[config.mk]
export PLATFORM = sky130hd
export DESIGN_NAME = ddr_frame_arbiter
export DESIGN_NICKNAME = d
export VERILOG_FILES = /design/src/rtl/ddr_frame_arbiter.sv
export SDC_FILE = /design/constraint.sdc
export NUM_CORES = 1
export LEC_CHECK = 0
export ABC_CLOCK_PERIOD_IN_PS = 2850
export CAP_MARGIN = 20
export CORE_MARGIN = 3
export CORE_UTILIZATION = 53
export DETAILED_ROUTE_END_ITERATION = 7
export PLACE_DENSITY = 0.84
export SYNTH_ARGS = -nofsm -noshare
export SYNTH_HDL_FRONTEND = slang
export SYNTH_SLANG_ARGS = --single-unit
[constraint.sdc]
create_clock -name ddr_clk -period 2.85 [get_ports ddr_clk]
set_clock_uncertainty 0.1 [all_clocks]
set_input_delay 0.57 -clock ddr_clk [delete_from_list [all_inputs] [get_ports ddr_clk]]
set_output_delay 0.57 -clock ddr_clk [all_outputs]
set_load 0.03 [all_outputs]
[src/rtl/ddr_frame_arbiter.sv]
// DDR burst arbiter for a double-buffered camera-to-VGA frame store.
// Grants write bursts (camera FIFO drain) and read bursts (VGA FIFO fill)
// round-robin, tracks per-direction frame offsets and swaps banks on framesync.
module ddr_frame_arbiter #(
   parameter int unsigned BURST_LEN   = 32,
   parameter int unsigned FRAME_WORDS = 153600,
   parameter logic [23:0] BANK1_BASE  = 24'h040000,
   parameter int unsigned RD_THRESH   = 448
) (
   input  logic        ddr_clk,
   input  logic        ddr_rst_n,
   input  logic        ddr_init_done,
   input  logic        cam_framesync,
   input  logic        vga_framesync,
   input  logic [9:0]  wr_fifo_count,
   input  logic [9:0]  rd_fifo_count,
   input  logic        cmd_ready,
   input  logic        burst_done,
   output logic        cmd_en,
   output logic        cmd_rd,
   output logic [23:0] cmd_addr,
   output logic        wr_bank,
   output logic        rd_bank,
   output logic        frame_wr_done
);

   localparam int unsigned OFF_W  = 18;
   localparam int unsigned ADDR_W = 24;
   localparam int unsigned CNT_W  = 10;

   localparam logic [OFF_W-1:0] FRAME_OFF     = OFF_W'(FRAME_WORDS);
   localparam logic [OFF_W-1:0] BURST_OFF     = OFF_W'(BURST_LEN);
   localparam logic [CNT_W-1:0] BURST_CNT     = CNT_W'(BURST_LEN);
   localparam logic [CNT_W-1:0] RD_THRESH_CNT = CNT_W'(RD_THRESH);

   typedef enum logic [2:0] {
      IDLE    = 3'd0,
      WR_CMD  = 3'd1,
      WR_WAIT = 3'd2,
      RD_CMD  = 3'd3,
      RD_WAIT = 3'd4
   } state_t;

   state_t            state, state_n;
   logic [OFF_W-1:0]  wr_off, wr_off_n;
   logic [OFF_W-1:0]  rd_off, rd_off_n;
   logic              wr_bank_n, rd_bank_n;
   logic              last_full_bank, last_full_bank_n;
   logic              last_grant_rd, last_grant_rd_n;
   logic              cam_q, vga_q;
   logic              cam_pend, cam_pend_n;
   logic              vga_pend, vga_pend_n;
   logic              started;
   logic              cmd_en_n, cmd_rd_n, frame_wr_done_n;
   logic [ADDR_W-1:0] cmd_addr_n;

   logic              cam_rise, vga_rise;
   logic              wr_req, rd_req;

   // Burst start address within a bank.
   function automatic logic [ADDR_W-1:0] burst_addr(input logic bank,
                                                    input logic [OFF_W-1:0] off);
      return (bank ? BANK1_BASE : ADDR_W'(0)) + ADDR_W'(off);
   endfunction

   // Framesync edge detection and request qualification.
   always_comb begin
      cam_rise = cam_framesync & ~cam_q;
      vga_rise = vga_framesync & ~vga_q;
      wr_req   = (wr_fifo_count >= BURST_CNT) && (wr_off < FRAME_OFF);
      rd_req   = (rd_fifo_count < RD_THRESH_CNT) && (rd_off < FRAME_OFF);
   end

   // State, bookkeeping and registered outputs.
   always_ff @(posedge ddr_clk or negedge ddr_rst_n) begin
      if (!ddr_rst_n) begin
         state          <= IDLE;
         wr_off         <= '0;
         rd_off         <= '0;
         wr_bank        <= 1'b0;
         rd_bank        <= 1'b1;
         last_full_bank <= 1'b1;
         last_grant_rd  <= 1'b0;
         cam_q          <= 1'b0;
         vga_q          <= 1'b0;
         cam_pend       <= 1'b0;
         vga_pend       <= 1'b0;
         started        <= 1'b0;
         cmd_en         <= 1'b0;
         cmd_rd         <= 1'b0;
         cmd_addr       <= '0;
         frame_wr_done  <= 1'b0;
      end else begin
         state          <= state_n;
         wr_off         <= wr_off_n;
         rd_off         <= rd_off_n;
         wr_bank        <= wr_bank_n;
         rd_bank        <= rd_bank_n;
         last_full_bank <= last_full_bank_n;
         last_grant_rd  <= last_grant_rd_n;
         cam_q          <= cam_framesync;
         vga_q          <= vga_framesync;
         cam_pend       <= cam_pend_n;
         vga_pend       <= vga_pend_n;
         started        <= 1'b1;
         cmd_en         <= cmd_en_n;
         cmd_rd         <= cmd_rd_n;
         cmd_addr       <= cmd_addr_n;
         frame_wr_done  <= frame_wr_done_n;
      end
   end

   // Next-state: arbitration, handshakes, offset advance and bank swaps.
   always_comb begin
      state_n          = state;
      wr_off_n         = wr_off;
      rd_off_n         = rd_off;
      wr_bank_n        = wr_bank;
      rd_bank_n        = rd_bank;
      last_full_bank_n = last_full_bank;
      last_grant_rd_n  = last_grant_rd;
      cam_pend_n       = cam_pend | cam_rise;
      vga_pend_n       = vga_pend | vga_rise;
      cmd_rd_n         = cmd_rd;
      cmd_addr_n       = cmd_addr;
      frame_wr_done_n  = 1'b0;
      cmd_en_n         = 1'b0;

      unique case (state)
         IDLE: begin
            // Frame restarts take priority; VGA first so the new write bank
            // is always the opposite of the bank now being displayed.
            if (cam_pend_n || vga_pend_n) begin
               if (vga_pend_n) begin
                  rd_off_n  = '0;
                  rd_bank_n = last_full_bank;
               end
               if (cam_pend_n) begin
                  wr_off_n  = '0;
                  wr_bank_n = ~rd_bank_n;
               end
               cam_pend_n = 1'b0;
               vga_pend_n = 1'b0;
            end else if (started && ddr_init_done && (wr_req || rd_req)) begin
               if (rd_req && (!wr_req || !last_grant_rd)) begin
                  state_n         = RD_CMD;
                  last_grant_rd_n = 1'b1;
                  cmd_rd_n        = 1'b1;
                  cmd_addr_n      = burst_addr(rd_bank, rd_off);
               end else begin
                  state_n         = WR_CMD;
                  last_grant_rd_n = 1'b0;
                  cmd_rd_n        = 1'b0;
                  cmd_addr_n      = burst_addr(wr_bank, wr_off);
               end
            end
         end
         WR_CMD: begin
            if (cmd_ready) state_n = WR_WAIT;
         end
         WR_WAIT: begin
            if (burst_done) begin
               state_n  = IDLE;
               wr_off_n = wr_off + BURST_OFF;
               if (wr_off_n == FRAME_OFF) begin
                  frame_wr_done_n  = 1'b1;
                  last_full_bank_n = wr_bank;
               end
            end
         end
         RD_CMD: begin
            if (cmd_ready) state_n = RD_WAIT;
         end
         RD_WAIT: begin
            if (burst_done) begin
               state_n  = IDLE;
               rd_off_n = rd_off + BURST_OFF;
            end
         end
         default: state_n = IDLE;
      endcase

      cmd_en_n = (state_n == WR_CMD) || (state_n == RD_CMD);
   end

endmodule
==> reports/metrics.csv, run 1 <==
stage,metric,value,unit
outcome,result_of_the_run,finished clean,
finish,layout-area-overhead-vs-synth,16.3,%
sta,achievable-frequency,395,MHz
sta,fin_crit_sh,0.889,
drt,remaining_drc_errors,0,
flow_run,max_cap_viol_count,0,
critical_path,worstReg2RegStart,wr_off[5],
critical_path,cp.arrival,2.63,ns
logic_synthesis,post_synth_inst_count,295,
clock_tree,postCtsSetupRepairBufs,0,
clock_tree,cts_root_buf,sky130_fd_sc_hd__clkbuf_8,
floorplanning,fp.dieW,82.5,um
logic_synthesis,flip_flop_and_latch_count_after_synthesis,54,
critical_path,worst-endpoint-required,2.95,ns
global_route,groute.usage.overall,0.214,
drt,drt_pre_antenna_iters,4,
finish,final_cell_count_no_fill,404,
placement,placement.cell_area,3510,um2
finish,design.final.nets,360,
power_and_ir_drop,leakagePower,0.00156,uW
placement,cell_count_post_placement,396,
power_and_ir_drop,vdd_drop_max,0.000376,V
logic_synthesis,share_of_synthesized_area_occupied_by_flip_flops_and_latches,0.436,
sta,timing.slew.headroom,0.626,
global_route,grt_first_pass_wirelength,11000,um
placement,dp_worst_setup_slack,-0.0227,ns
floorplanning,die_area,6810,um2
global_route,number_of_global_route_vias_before_repair,2283,
sta,finalHoldViolations,0,
logic_synthesis,synth_enable_flop_cells,0,
sta,tightestPinTransition,0.558,ns
clock_tree,clock_tree.htree_level_count,2,
clock_tree,clock_sinks,54,
clock_tree,cts_resized,0,
floorplanning,start_util,0.556,
clock_tree,tritoncts,done,
clock_tree,clk_pin_slew_worst_paths,0.09,ns
floorplanning,core_region_area,5570,um2
sta,setup_viol_count_final,0,
logic_synthesis,post-synth-top-area-cell,sky130_fd_sc_hd__dfrtp_1,
power_and_ir_drop,power_density,536,nW/um2
sta,setup_ws,0.318,ns
drt,avgViaCountPerCell,5.73,
sta,grt_setup_unrepaired,false,
critical_path,worst_setup_path_startpoint,wr_fifo_count[8],
critical_path,critical_path_start_end_classification,in2reg,
floorplanning,ioPinCount,56,
floorplanning,floorplan.die.height,82.5,um
logic_synthesis,yosysMostFrequentCell,sky130_fd_sc_hd__dfrtp_1,
logic_synthesis,synth-main-ff-cell,sky130_fd_sc_hd__dfrtp_1,
placement,gpl.final_weighted_congestion,0.876,
placement,detailedPlacementHpwl,4800,um
logic_synthesis,mappedNetlistArea,3100,um2
clock_tree,cts_hold_repair.buffers,0,
min_path,hp-class,in2async,
sta,fin_crit,2.53,ns
finish,final_layout_size_suffix_gt1_frac,0.160,
floorplanning,row_count,27,
clock_tree,insertion_delay,0.31,ns
logic_synthesis,yosysWarningCount,0,
global_route,gr-total-overflow,0,
global_route,grt_max_degree,35,
critical_path,timing.critical_path.cells,clkdlybuf4s50_1 -> or4_4 -> o22ai_4 -> o211ai_4 -> mux2_1 -> mux2_4,
logic_synthesis,synth_top_cells_by_area,"sky130_fd_sc_hd__dfrtp_1 42%, sky130_fd_sc_hd__mux2_1 4.7%, sky130_fd_sc_hd__mux2_4 4.4%",
critical_path,critical_path.slowest_cell,sky130_fd_sc_hd__or4_4,
finish,insertedDiodeCount,0,
clock_tree,cts_buffers,5,
placement,buffer_ports.inserted,34,
logic_synthesis,syn_avg_cell_area,10.5,um2
drt,avgRoutedWirePerCell,16.2,um
logic_synthesis,async_reset_ff_frac,1.00,
drt,via_count,2313,
critical_path,end_kind,flop,
logic_synthesis,synthTopCellsByCount,"52 x sky130_fd_sc_hd__dfrtp_1, 19 x sky130_fd_sc_hd__o21ai_0, 18 x sky130_fd_sc_hd__nand2_1, 18 x sky130_fd_sc_hd__nor2_1, 14 x sky130_fd_sc_hd__nand3_1",
drt,wl,6540,um
sta,report.final.slew_viol_count,0,
clock_tree,max-clock-path-buffers,2,
drt,dr.first_iter.drc_count,191,
drt,route.antenna.remaining_nets,0,
critical_path,slowest_delay,0.55,ns
logic_synthesis,post_synth_num_cell_types,57,
sta,fin_worst_hold_slack,0.0976,ns
critical_path,critPathMaxFanout,15,
logic_synthesis,netlist.area_leader.share,0.420,
global_route,grt_antenna_before_repair,0,
finish,stdcell_area,3610,um2
critical_path,startpoint_type,input port,
-- flip-flops by register name (all words and copies together) (netlist names) --
name	count
frame_wr_done	1
rd_off	13
started	1
state	3
wr_bank	1
rd_bank	1
wr_off	13
cam_pend	1
vga_pend	1
vga_q	1
cmd_en	1
last_full_bank	1
cam_q	1
last_grant_rd	1
cmd_addr	14
-- path summary, 6_finish.rpt --
kind / to / slack, ns / depth (start not counted)
min reg2reg: cmd_addr[7] / 0.42 / 1
max reg2reg: last_full_bank / 0.36 / 6
max in group asynchronous: rd_bank / 1.72 / 2
min: wr_off[15] / 0.1 / 1
max: cmd_addr[14] / 0.32 / 6
min in group ddr_clk: cmd_addr[7] / 0.42 / 1
-- critical path: cells and delay by family --
family	cells	cell delay (ns)
AOI/OAI and AO/OA	2	0.46
buffers and inverters	1	0.39
muxes	2	0.66
and+or+nand+nor	1	0.55
-- metrics by stage --
stage	total power (uW)	util	TNS, ns
3_3_place_gp	1490	0.630	0
5_1_grt	2040	0.647	0
6_report	1930	0.647	0
2_1_floorplan	1300	-	0
4_1_cts	1950	0.647	0
3_5_place_dp	1500	0.630	-0.0646
-- logic make-up (layout without fill, tap and decap cells) --
kind of cell | Yosys count | count (layout) | synth area share
DFF | 54 | 54 | 0.436
adders and majority gates | 2 | 2 | 0.00807
buffers and inverters | 40 | 68 | 0.0686
xor gates and xnor gates | 10 | 10 | 0.0282
AOI/OAI and AO/OA | 60 | 60 | 0.159
and+or+nand+nor | 91 | 91 | 0.158
other | 2 | 11 | 0.00242
muxes | 36 | 36 | 0.139
-- cell usage in the layout (no fill, tap or decap), types with 5 or more instances in the layout --
cell type,Yosys,layout
sky130_fd_sc_hd__mux2i_1,6,6
sky130_fd_sc_hd__mux2_4,9,9
sky130_fd_sc_hd__dfrtp_1,52,52
sky130_fd_sc_hd__mux2_1,13,13
sky130_fd_sc_hd__conb_1,2,11
sky130_fd_sc_hd__mux2_2,8,8
sky130_fd_sc_hd__a21oi_1,5,5
sky130_fd_sc_hd__nand2_1,18,18
sky130_fd_sc_hd__a21o_1,5,5
sky130_fd_sc_hd__xnor2_1,8,8
sky130_fd_sc_hd__nand3_1,14,14
sky130_fd_sc_hd__a31oi_1,5,5
sky130_fd_sc_hd__inv_1,12,12
sky130_fd_sc_hd__clkbuf_8,0,6
sky130_fd_sc_hd__clkdlybuf4s50_1,0,33
sky130_fd_sc_hd__nor4_1,5,5
sky130_fd_sc_hd__o21ai_0,19,19
sky130_fd_sc_hd__and3_1,6,6
sky130_fd_sc_hd__nor2_1,18,18
sky130_fd_sc_hd__buf_4,10,13
-- report_power, final --
group,total (uW),internal (uW),switching [uW],leakage [uW]
clock network,441,196,246,0.0000472
logic,598,257,341,0.000791
registers,895,826,69.2,0.000727
-- layer usage --
layer  up-vias  share of wire  track usage
met2        67           0.48        0.346
li1       1115              -            -
met3        15          0.058       0.0401
met1      1116           0.44        0.288
met4         0          0.024       0.0735
met5         -              0            0
-- area by class of cell --
type / instances / area, um2
clock inverter: 2 / 12.5
sequential: 54 / 1350
timing repair buffer: 48 / 453
tap: 72 / 90.1
inverter: 12 / 45.0
multi-input combinational: 210 / 1570
fill: 445 / 1970
clock buffer: 6 / 82.6
Power figures use the tool's default switching activity.
==> run 2: changes to the inputs <==
--- a/config.mk
+++ b/config.mk
@@ -8,9 +8,10 @@
 export ABC_CLOCK_PERIOD_IN_PS = 2850
 export CAP_MARGIN = 20
 export CORE_MARGIN = 3
-export CORE_UTILIZATION = 53
+export CORE_UTILIZATION = 55
+export CTS_BUF_LIST = sky130_fd_sc_hd__clkbuf_2 sky130_fd_sc_hd__clkbuf_4 sky130_fd_sc_hd__clkbuf_8
 export DETAILED_ROUTE_END_ITERATION = 7
-export PLACE_DENSITY = 0.84
+export PLACE_DENSITY = 0.87
 export SYNTH_ARGS = -nofsm -noshare
 export SYNTH_HDL_FRONTEND = slang
 export SYNTH_SLANG_ARGS = --single-unit
==> run 2 against run 1 <==
Largest cell class unchanged. Maximum frequency shrank 0.63%. Critical endpoint is now cmd_addr[13]. Non-clock buffer count shrank 1. Core utilization increased by 3.5 points. Hold slack improved by 0.047 ns. Largest power group unchanged.
==> reports/metrics.csv, run 2 (synthesis gave the netlist of run 1 again) <==
stage,metric,value,unit
clock_tree,insertion_delay,0.31,ns
critical_path,critical_path.slowest_cell,sky130_fd_sc_hd__or4_4,
critical_path,cp.arrival,2.64,ns
placement,dp_worst_setup_slack,-0.0296,ns
min_path,hp-class,in2async,
global_route,number_of_global_route_vias_before_repair,2285,
sta,tightestPinTransition,0.584,ns
critical_path,timing.critical_path.cells,clkdlybuf4s50_1 -> or4_4 -> o22ai_4 -> o211ai_4 -> mux2_1 -> mux2_4,
finish,register_name_with_the_most_flops,cmd_addr,
global_route,grt_first_pass_wirelength,11000,um
outcome,result_of_the_run,finished clean,
floorplanning,row_count,26,
drt,avgRoutedWirePerCell,16.8,um
power_and_ir_drop,totalPowerFinal,1940,uW
global_route,grt_max_degree,32,
clock_tree,max-clock-path-buffers,2,
finish,fin_util,0.682,
critical_path,critPathMaxFanout,15,
critical_path,critPathTopFamily,multiplexers,
finish,design.final.nets,359,
power_and_ir_drop,power_density,540,nW/um2
sta,finalHoldViolations,0,
global_route,groute.usage.overall,0.219,
critical_path,rr_worst_depth,5,
sta,report.final.slew_viol_count,0,
floorplanning,ioPinCount,56,
floorplanning,fp.dieW,81.1,um
clock_tree,cts_resized,0,
critical_path,startpoint_type,input port,
clock_tree,clock_sinks,54,
critical_path,slowest_delay,0.55,ns
finish,insertedDiodeCount,0,
clock_tree,postCtsSetupRepairBufs,0,
drt,dr.first_iter.drc_count,125,
sta,fin_crit,2.55,ns
floorplanning,die_area,6580,um2
drt,drt_pre_antenna_iters,4,
clock_tree,tritoncts,done,
floorplanning,core_region_area,5270,um2
clock_tree,cts_root_buf,sky130_fd_sc_hd__clkbuf_8,
sta,fin_worst_hold_slack,0.145,ns
finish,flip_flop_count_of_the_largest_register_all_copies_and_words_added,14,
floorplanning,start_util,0.589,
finish,layout_commonest_cell,sky130_fd_sc_hd__dfrtp_1,
drt,remaining_drc_errors,0,
critical_path,end_kind,flop,
finish,layout_common_cells,"52 x sky130_fd_sc_hd__dfrtp_1, 33 x sky130_fd_sc_hd__clkdlybuf4s50_1, 19 x sky130_fd_sc_hd__o21ai_0, 18 x sky130_fd_sc_hd__nand2_1, 18 x sky130_fd_sc_hd__nor2_1",
sta,achievable-frequency,392,MHz
flow_run,max_cap_viol_count,0,
critical_path,worst-endpoint-required,2.95,ns
clock_tree,clk_pin_slew_worst_paths,0.09,ns
critical_path,critPathBufInv,1,
power_and_ir_drop,vdd_drop_max,0.000400,V
sta,setup_ws,0.302,ns
drt,via_count,2330,
clock_tree,cts_buffers,5,
finish,layout-area-overhead-vs-synth,15.8,%
placement,buffer_ports.inserted,34,
critical_path,r2r_setup_slack,0.31,ns
critical_path,cp.depth,6,
finish,final_layout_size_suffix_gt1_frac,0.157,
global_route,gr-total-overflow,0,
sta,timing.slew.headroom,0.609,
global_route,grt_antenna_before_repair,0,
drt,route.antenna.remaining_nets,0,
sta,tns,0,ns
sta,grt_setup_unrepaired,false,
sta,fin_crit_sh,0.894,
critical_path,critical_path_start_end_classification,in2reg,
power_and_ir_drop,leakagePower,0.00156,uW
drt,avgViaCountPerCell,5.81,
drt,wl,6750,um
clock_tree,cts_hold_repair.buffers,0,
placement,detailedPlacementHpwl,4910,um
floorplanning,floorplan.die.height,81.1,um
placement,gpl.final_weighted_congestion,0.807,
sta,setup_viol_count_final,0,
clock_tree,clock_tree.htree_level_count,2,
finish,layout_top_registers,"cmd_addr x14, rd_off x13, wr_off x13",
==> run 2: cell count changes in the layout (fill, tap and decap cells not counted), sizes merged <==
cell | previous run | this run
clkinv | 1 | 0
clkbuf | 6 | 7
buf | 15 | 14
==> run 2: worst paths after layout <==
kind | from | endpoint
max in group asynchronous | ddr_rst_n | cmd_addr[11]
min in group ddr_clk | cmd_addr[9] | cmd_addr[9]
max reg2reg | wr_off[11] | cmd_addr[13]
min reg2reg | cmd_addr[9] | cmd_addr[9]
min | ddr_rst_n | wr_off[11]
max | wr_fifo_count[8] | cmd_addr[13]
==> run 2: worst register-to-register path, stage by stage, from the launching register on <==
cell                        delay (ns)
sky130_fd_sc_hd__dfrtp_1          0.54
sky130_fd_sc_hd__a2111oi_4        0.47
sky130_fd_sc_hd__o22ai_4          0.15
sky130_fd_sc_hd__o211ai_4         0.51
sky130_fd_sc_hd__mux2_1           0.40
sky130_fd_sc_hd__mux2_4           0.26
==> run 2: per-layer routing <==
layer | up-vias | wire length, um | GRT usage
li1 | 1115 | - | -
met1 | 1141 | 2970 | 0.272
met2 | 61 | 3380 | 0.381
met3 | 13 | 275 | 0.0388
met4 | 0 | 132 | 0.0811
met5 | - | 0 | 0
==> run 2: power by group <==
part | switching [uW] | internal (uW)
Sequential | 67.6 | 826
Clock | 245 | 193
Combinational | 347 | 260
==> run 2: final cells by class <==
class | count | area [um2]
fill | 438 | 1680
multi-input combinational | 210 | 1570
sequential | 54 | 1350
timing repair buffer | 47 | 445
tap | 70 | 87.6
clock buffer | 7 | 83.8
inverter | 12 | 45.0
clock inverter | 1 | 7.51
==> run 2: per-stage QoR <==
stage	instances	instance area [um2]
floorplan	304	3140
global placement	393	3500
detailed placement	393	3500
CTS	401	3590
global route	401	3590
finish	401	3590
==> run 3: changes to the inputs <==
--- a/config.mk
+++ b/config.mk
@@ -11,6 +11,7 @@
 export CORE_UTILIZATION = 55
 export CTS_BUF_LIST = sky130_fd_sc_hd__clkbuf_2 sky130_fd_sc_hd__clkbuf_4 sky130_fd_sc_hd__clkbuf_8
 export DETAILED_ROUTE_END_ITERATION = 7
+export GPL_TIMING_DRIVEN = 0
 export PLACE_DENSITY = 0.87
 export SYNTH_ARGS = -nofsm -noshare
 export SYNTH_HDL_FRONTEND = slang
==> run 3 against run 2 <==
Global-route usage up 0.62 points. Sequential power down 2%. Cell area up 2.7%. Sequential share of layout area down 1.0 points. Non-clock buffer count up 14. Flip-flop and latch count unchanged. Die area unchanged. Register-to-register slack worse by 0.08 ns. Critical endpoint is now cmd_addr[18]. Highest routed layer unchanged.
==> reports/metrics.csv, run 3 (synthesis gave the netlist of run 1 again) <==
stage,metric,value,unit
finish,final_layout_size_suffix_gt1_frac,0.168,
global_route,groute.usage.overall,0.226,
floorplanning,ioPinCount,56,
finish,insertedDiodeCount,0,
floorplanning,fp.dieW,81.1,um
drt,avgViaCountPerCell,5.75,
critical_path,worstReg2RegStart,rd_off[11],
sta,fin_crit,2.71,ns
sta,fin_crit_sh,0.950,
sta,grt_setup_unrepaired,false,
clock_tree,clock_tree.htree_level_count,2,
sta,achievable-frequency,369,MHz
finish,layout-area-overhead-vs-synth,19.0,%
clock_tree,insertion_delay,0.31,ns
critical_path,critical_path_start_end_classification,in2reg,
finish,layout.filler_cells,413,
finish,final_cell_count_no_fill,415,
power_and_ir_drop,power_density,549,nW/um2
sta,timing.slew.headroom,0.513,
finish,register_name_with_the_most_flops,cmd_addr,
power_and_ir_drop,leakagePower,0.00162,uW
floorplanning,floorplan.die.height,81.1,um
finish,flip_flop_count_of_the_largest_register_all_copies_and_words_added,14,
global_route,grt_antenna_before_repair,0,
critical_path,r2r_setup_slack,0.23,ns
global_route,grt_first_pass_wirelength,11300,um
power_and_ir_drop,vdd_drop_max,0.000359,V
critical_path,slowest_delay,0.63,ns
sta,finalHoldViolations,0,
global_route,gr-total-overflow,0,
finish,design.final.nets,373,
sta,report.final.slew_viol_count,0,
critical_path,end_kind,flop,
clock_tree,max-clock-path-buffers,2,
outcome,result_of_the_run,finished clean,
drt,via_count,2387,
drt,remaining_drc_errors,0,
finish,multi_input_area,1570,um2
sta,setup_viol_count_final,0,
finish,regArea,1350,um2
critical_path,cp.arrival,2.81,ns
global_route,number_of_global_route_vias_before_repair,2370,
clock_tree,cts_root_buf,sky130_fd_sc_hd__clkbuf_8,
critical_path,critical_path.slowest_cell,sky130_fd_sc_hd__a2111oi_4,
floorplanning,start_util,0.589,
critical_path,critPathBufInv,3,
finish,layout_top_registers,"cmd_addr x14, rd_off x13, wr_off x13",
floorplanning,core_region_area,5270,um2
drt,avgRoutedWirePerCell,16.2,um
placement,buffer_ports.inserted,33,
flow_run,max_cap_viol_count,0,
critical_path,rr_worst_depth,6,
critical_path,critPathTopFamily,buffers and inverters,
critical_path,worst-endpoint-required,2.95,ns
floorplanning,die_area,6580,um2
drt,drt_pre_antenna_iters,4,
sta,tightestPinTransition,0.726,ns
critical_path,timing.critical_path.cells,clkdlybuf4s50_1 -> nor2b_1 -> or2_2 -> clkbuf_1 -> a2111oi_4 -> buf_8 -> mux2_4,
clock_tree,tritoncts,done,
critical_path,critPathMaxFanout,10,
finish,layout_common_cells,"52 x sky130_fd_sc_hd__dfrtp_1, 32 x sky130_fd_sc_hd__clkdlybuf4s50_1, 19 x sky130_fd_sc_hd__o21ai_0, 18 x sky130_fd_sc_hd__nand2_1, 18 x sky130_fd_sc_hd__nor2_1",
drt,route.antenna.remaining_nets,0,
clock_tree,cts_buffers,5,
placement,gpl.final_weighted_congestion,0.893,
finish,layout_commonest_cell,sky130_fd_sc_hd__dfrtp_1,
clock_tree,clk_pin_slew_worst_paths,0.10,ns
drt,dr.first_iter.drc_count,201,
placement,cell_count_post_placement,408,
min_path,hp-class,in2async,
drt,wl,6730,um
clock_tree,clock_sinks,54,
floorplanning,row_count,26,
critical_path,worst_r2r_endpoint,cmd_addr[18],
global_route,grt_max_degree,39,
sta,fin_worst_hold_slack,0.0659,ns
placement,detailedPlacementHpwl,4940,um
critical_path,startpoint_type,input port,
run 3: how the worst max path moves through the flow:
stage	startpoint	endpoint	cells past startpoint
after floorplan	wr_fifo_count[8]	cmd_addr[18]	6
after global placement	ddr_rst_n	vga_q	1
after detailed placement	vga_framesync	cmd_addr[18]	7
after CTS	state[2]	cmd_addr[16]	6
after global routing	vga_framesync	cmd_addr[15]	7
final	vga_framesync	cmd_addr[18]	7
run 3: worst reg2reg max path, stage by stage (launching register included):
cell and delay, ns:
sky130_fd_sc_hd__dfrtp_1 0.45, sky130_fd_sc_hd__and3_4 0.21, sky130_fd_sc_hd__o41ai_4 0.38, sky130_fd_sc_hd__nand2_2 0.16
sky130_fd_sc_hd__a2111oi_4 0.64, sky130_fd_sc_hd__buf_8 0.25, sky130_fd_sc_hd__mux2_4 0.32
run 3: repair_timing:
action | in CTS | in global routing
hold buffers | 0 | 0
endpoints found under the setup margin | 0 | 10
resized for setup | 0 | 1
setup buffers | 0 | 0
run 3: layout make-up:
type,count,share of cell area
multi-input combinational,210,0.427
sequential,54,0.367
timing repair buffer,34,0.0936
buffer,27,0.0444
clock buffer,7,0.0244
tap,70,0.0237
inverter,12,0.0122
clock inverter,1,0.00814
run 3: stage by stage:
stage | area, um2 | setup WS [ns] | TNS [ns] | total power, uW | utilization
6_report | 3690 | 0.141 | 0 | 2030 | 0.700
3_3_place_gp | 3550 | -0.519 | -27.69 | 1470 | 0.674
5_1_grt | 3690 | 0.0633 | 0 | 2130 | 0.700
3_5_place_dp | 3570 | -0.174 | -1.65 | 1490 | 0.677
4_1_cts | 3690 | 0.130 | 0 | 2040 | 0.700
2_1_floorplan | 3140 | 0.453 | 0 | 1300 | -
run 3: where the power goes:
group	switching (uW)	leakage (uW)	internal [uW]
combinational	366	0.000832	241
clock	243	0.0000619	296
sequential	53.9	0.000727	825
run 3: layer usage:
layer	vias to the layer above	part of all wire	routed length, um	global-route usage
li1	1144	-	-	-
met1	1140	0.43	2900	0.290
met2	92	0.48	3240	0.371
met3	11	0.067	453	0.0554
met4	0	0.020	136	0.0794
met5	-	0	0	0
